File: src/rtl/descrambler_sync.sv
// Self-synchronising receive descrambler for x^7+x^4+1: the first seven scrambled
// SERVICE bits seed the LFSR, then SERVICE bits 7..15 are checked and DATA is recovered.
module descrambler_sync #(
  parameter int PASS_SERVICE = 0
) (
  input  logic       clk,
  input  logic       reset,
  input  logic       in_valid,
  input  logic       in_bit,
  input  logic       in_sof,
  input  logic       in_last,
  output logic       out_valid,
  output logic       out_bit,
  output logic       out_last,
  output logic [7:1] lfsr_state,
  output logic       state_valid,
  output logic       service_err,
  output logic       short_err,
  output logic       busy
);

  typedef enum logic [1:0] {IDLE, SYNC, SERVICE, DATA} state_t;

  localparam bit PassSvc = (PASS_SERVICE != 0);

  state_t     state_q, state_d;
  logic [3:0] cnt_q, cnt_d;
  logic [7:1] lfsr_q, lfsr_d;
  logic [7:1] lfsr_state_q, lfsr_state_d;
  logic       state_valid_q, state_valid_d;
  logic       service_err_q, service_err_d;
  logic       short_err_q, short_err_d;
  logic       out_valid_q, out_valid_d;
  logic       out_bit_q, out_bit_d;
  logic       out_last_q, out_last_d;

  logic       seq;
  logic       desc;
  logic [7:1] sync_shift;
  logic [7:1] advance;

  // Scrambled zeros equal the sequence itself, so during SYNC the raw bit is the next LFSR bit.
  assign seq        = lfsr_q[7] ^ lfsr_q[4];
  assign desc       = in_bit ^ seq;
  assign sync_shift = {lfsr_q[6:1], in_bit};
  assign advance    = {lfsr_q[6:1], seq};

  always_comb begin
    state_d       = state_q;
    cnt_d         = cnt_q;
    lfsr_d        = lfsr_q;
    lfsr_state_d  = lfsr_state_q;
    state_valid_d = state_valid_q;
    service_err_d = service_err_q;
    short_err_d   = short_err_q;
    out_valid_d   = 1'b0;
    out_bit_d     = 1'b0;
    out_last_d    = 1'b0;

    if (in_valid) begin
      if (in_sof) begin
        state_d       = SYNC;
        cnt_d         = 4'd1;
        lfsr_d        = sync_shift;
        state_valid_d = 1'b0;
        service_err_d = 1'b0;
        short_err_d   = 1'b0;
        out_valid_d   = PassSvc;
        out_last_d    = PassSvc && in_last;
        if (in_last) begin
          short_err_d = 1'b1;
          state_d     = IDLE;
          cnt_d       = 4'd0;
        end
      end else begin
        case (state_q)
          SYNC: begin
            lfsr_d      = sync_shift;
            out_valid_d = PassSvc;
            out_last_d  = PassSvc && in_last;
            cnt_d       = cnt_q + 4'd1;
            if (cnt_q == 4'd6) begin
              lfsr_state_d  = sync_shift;
              state_valid_d = 1'b1;
              state_d       = SERVICE;
            end
            if (in_last) begin
              short_err_d = 1'b1;
              state_d     = IDLE;
              cnt_d       = 4'd0;
            end
          end
          SERVICE: begin
            lfsr_d      = advance;
            out_valid_d = PassSvc;
            out_bit_d   = PassSvc && desc;
            out_last_d  = PassSvc && in_last;
            cnt_d       = cnt_q + 4'd1;
            if (desc) service_err_d = 1'b1;
            if (cnt_q == 4'd15) state_d = DATA;
            if (in_last) begin
              short_err_d = 1'b1;
              state_d     = IDLE;
              cnt_d       = 4'd0;
            end
          end
          DATA: begin
            lfsr_d      = advance;
            out_valid_d = 1'b1;
            out_bit_d   = desc;
            out_last_d  = in_last;
            if (in_last) state_d = IDLE;
          end
          default: ;
        endcase
      end
    end
  end

  always_ff @(posedge clk or negedge reset) begin
    if (!reset) begin
      state_q       <= IDLE;
      cnt_q         <= 4'd0;
      lfsr_q        <= 7'd0;
      lfsr_state_q  <= 7'd0;
      state_valid_q <= 1'b0;
      service_err_q <= 1'b0;
      short_err_q   <= 1'b0;
      out_valid_q   <= 1'b0;
      out_bit_q     <= 1'b0;
      out_last_q    <= 1'b0;
    end else begin
      state_q       <= state_d;
      cnt_q         <= cnt_d;
      lfsr_q        <= lfsr_d;
      lfsr_state_q  <= lfsr_state_d;
      state_valid_q <= state_valid_d;
      service_err_q <= service_err_d;
      short_err_q   <= short_err_d;
      out_valid_q   <= out_valid_d;
      out_bit_q     <= out_bit_d;
      out_last_q    <= out_last_d;
    end
  end

  assign out_valid   = out_valid_q;
  assign out_bit     = out_bit_q;
  assign out_last    = out_last_q;
  assign lfsr_state  = lfsr_state_q;
  assign state_valid = state_valid_q;
  assign service_err = service_err_q;
  assign short_err   = short_err_q;
  assign busy        = (state_q != IDLE);

endmodule

File: config.mk
export PLATFORM = sky130hd
export DESIGN_NAME = descrambler_sync
export DESIGN_NICKNAME = d
export VERILOG_FILES = /design/src/rtl/descrambler_sync.sv
export SDC_FILE = /design/constraint.sdc
export NUM_CORES = 1
export LEC_CHECK = 0
export CAP_MARGIN = 10
export CORE_UTILIZATION = 45
export CTS_CLUSTER_SIZE = 28
export DETAILED_ROUTE_END_ITERATION = 12
export PLACE_DENSITY = 0.7
export SYNTH_ARGS = -nofsm -noshare
export SYNTH_HDL_FRONTEND = slang
export SYNTH_SLANG_ARGS = --single-unit
File: constraint.sdc
create_clock -name clk -period 2.15 [get_ports clk]
set_clock_uncertainty 0.15 [all_clocks]
set_input_delay 0.43 -clock clk [delete_from_list [all_inputs] [get_ports clk]]
set_output_delay 0.43 -clock clk [all_outputs]
set_load 0.005 [all_outputs]
==> run metrics, run 1 <==
result of the run completed; Pre-Repair DR Iteration Count 4; final cycle utilization of the critical path 0.865; power density relative to cell area 969 nW/um^2; final sum of negative setup slack 0 ns; Die Height 54.9 um; most common cell after layout, fill and taps aside dfrtp_1; overall via count from detail_route between 800 and 900; total detailed-routing wirelength 2250 um; worst slew slack as a fraction of its limit 0.729; sort of element at the end of the critical path flop; reg2reg setup slack roughly 0.29 ns; synth unique cells 29; overall track demand over capacity in global routing 0.173; clock tree from TritonCTS done; slew at the pin closest to its max-slew limit 0.407 ns; critical-path maximum fanout 8; synthesis warning total 0; synth top area cells dfrtp_1 52%, mux2_2 12%, ha_1 8.0%; final worst hold slack about 0.30 ns; Final ANT Viol Nets 0; buffers from clock root to sink, at most 2; share of flip-flops with an asynchronous set or reset after synthesis 1.00; number of clock buffers inserted by TritonCTS 3; top library cells by usage in the layout, fill and taps aside 26 x dfrtp_1, 18 x clkdlybuf4s50_1, 13 x mux2_2; number of setup violations in the final report 0; post-DR wirelength/cell 13.8 um; Hold-fix buffers, CTS 0; cell type contributing the most total cell area after synthesis dfrtp_1; placeable core area about 2600 sq um; # rows 18; worst IR drop on VDD 0.548 mV; number of DRC violations after detailed routing 0; data arrival time of the worst path 1.92 ns; Worst R2R Path Depth 4; share of final-layout standard cells stronger than drive strength 1 0.241; sink count of the clock tree 26; fill cell total of the finished layout around 240; shortest clock period the worst path allows after layout about 1.9 ns; reg-to-reg startpoint state_q[0]; routed vias/inst 5.38; Worst-Skew Late Latency roughly 0.32 ns; GPL Wtd Cong 0.767; number of maximum-capacitance constraint violations 0; sum of internal, switching and leakage power 1.53 mW; initial detailed-routing violation count 11; prevailing post-synth register cell dfrtp_1; maximum clock frequency 0.538 GHz; P_leak 0.774 nW; #FFs+latches synth 26; first-pass GRT wire length 3680 um; antenna violations before repair 0; number of slew-limit violations in the final report 0; pin count of the biggest net entering global routing 27; total standard cell area after synthesis 1260 sq um; element type at the critical path start flop; clock input transition at the sequential cells of the worst setup and hold paths 0.14 ns; classification of the worst setup path flop to flop; number of port buffers 19; required arrival time at the worst endpoint 2.21 ns; Final HPWL DP approximately 1600 um; terminus of the critical flop-to-flop path lfsr_q[3]; post-layout net count ~150; IO Count 20; number of enable flip-flop cells after synthesis 0; proportion of synthesized chip area in sequential cells 0.517; average instance area after synthesis 12.0 sq um; post-synthesis net count 119; floorplan die area 3010 sq um; total inserted antenna cells 0; via count of the first global-routing pass 838; worst setup slack after placement roughly 0.026 ns; type of the tightest min-delay check primary input to asynchronous set/reset pin; total global routing overflow 0; initial cell density of the core 0.490; Post-Syn Instances 105; CTS H-tree depth 1; root buffer selected by CTS clkbuf_4; count of endpoints failing hold in the final timing report 0; final setup slack of the worst path approximately 0.29 ns; DIE WIDTH 54.9 um; fraction of post-synthesis cell area in the top cell type by area 0.517; setup repair after global routing missed its margin no; layout-stage area growth over the synthesis result 25.3%
flip-flops by register name, summed over array words and instances, names as in the netlist:
name,count
service_err,1
out_valid,1
short_err,1
cnt_q,4
state_q,2
out_last,1
lfsr_state,7
lfsr_q,7
state_valid,1
out_bit,1
where the power goes:
group / internal, mW / switching [mW] / leakage (nW)
Sequential: 0.598 / 0.0843 / 0.346
Combinational: 0.260 / 0.254 / 0.399
Clock: 0.188 / 0.143 / 0.0279
Total: 1.05 / 0.482 / 0.774
worst max path at each step:
stage / start / end / slack (ns) / cells past startpoint
2_1_floorplan: state_q[1] / lfsr_q[2] / 0.36 / 4
3_3_place_gp: in_sof / lfsr_q[2] / 0.07 / 4
3_5_place_dp: in_sof / cnt_q[2] / 0.03 / 5
4_1_cts: state_q[1] / busy / 0.05 / 4
5_1_grt: cnt_q[0] / lfsr_state[5] / 0.20 / 5
6_report: state_q[0] / lfsr_q[3] / 0.29 / 4
routing by layer:
metal,GRT usage,vias to the layer above,wire [um],part of all wire
met5,0,-,0,0
met4,0.0513,0,13,0.0058
met3,0.0278,2,99,0.044
met2,0.291,23,1090,0.48
met1,0.227,423,1050,0.47
li1,-,429,-,-
area by class of cell:
type	instances	area [sq um]	share of cell area
timing repair buffer	26	245	0.155
clock buffer	3	22.5	0.0143
clock inverter	1	30.0	0.0190
tap	30	37.5	0.0238
multi-input combinational	72	573	0.363
inverter	5	18.8	0.0119
sequential	26	651	0.412
what timing repair did:
action                     CTS  global route
setup endpoints to repair    1             1
gates cloned                 0             0
setup buffers                1             0
gates resized for setup      0             3
through the flow:
stage / instances / utilization / area, sq um
final: 163 / 0.615 / 1580
after global routing: 163 / 0.615 / 1580
after CTS: 163 / 0.614 / 1580
after detailed placement: 158 / 0.590 / 1520
after global placement: 158 / 0.590 / 1520
after floorplan: 105 / - / 1260
cells in the mapped netlist, types with 2 or more instances:
| master | n |
|---|---|
| o31ai_1 | 2 |
| nor3_1 | 3 |
| a21oi_1 | 3 |
| nor2_1 | 6 |
| mux2i_1 | 2 |
| nand2_1 | 11 |
| mux2_2 | 13 |
| nand3_1 | 2 |
| dfrtp_1 | 26 |
| o21ai_0 | 7 |
| inv_1 | 5 |
| ha_1 | 8 |
cell families (layout without fill, tap and decap cells):
group,count (synthesis),after routing,synth area share
flops,26,26,0.517
compound gates,19,19,0.105
buf+inv,7,35,0.0278
fa+ha+maj,8,8,0.0795
xor+xnor,2,2,0.0139
simple gates,28,28,0.124
mux,15,15,0.132
worst max-delay path, cell delays in order, from the launching register on:
cell and delay [ns]:
dfrtp_1 0.42, buf_4 0.15, ha_1 0.23, o31ai_4 0.41, mux2_2 0.38
No activity file was read; power rests on OpenSTA's default activity.
==> run 2: changes to the inputs <==
--- a/config.mk
+++ b/config.mk
@@ -13,3 +13,4 @@
 export SYNTH_ARGS = -nofsm -noshare
 export SYNTH_HDL_FRONTEND = slang
 export SYNTH_SLANG_ARGS = --single-unit
+export TNS_END_PERCENT = 1
==> results of run 2 <==
Same layout as run 1: the final DEF is identical, and so are final timing and power.
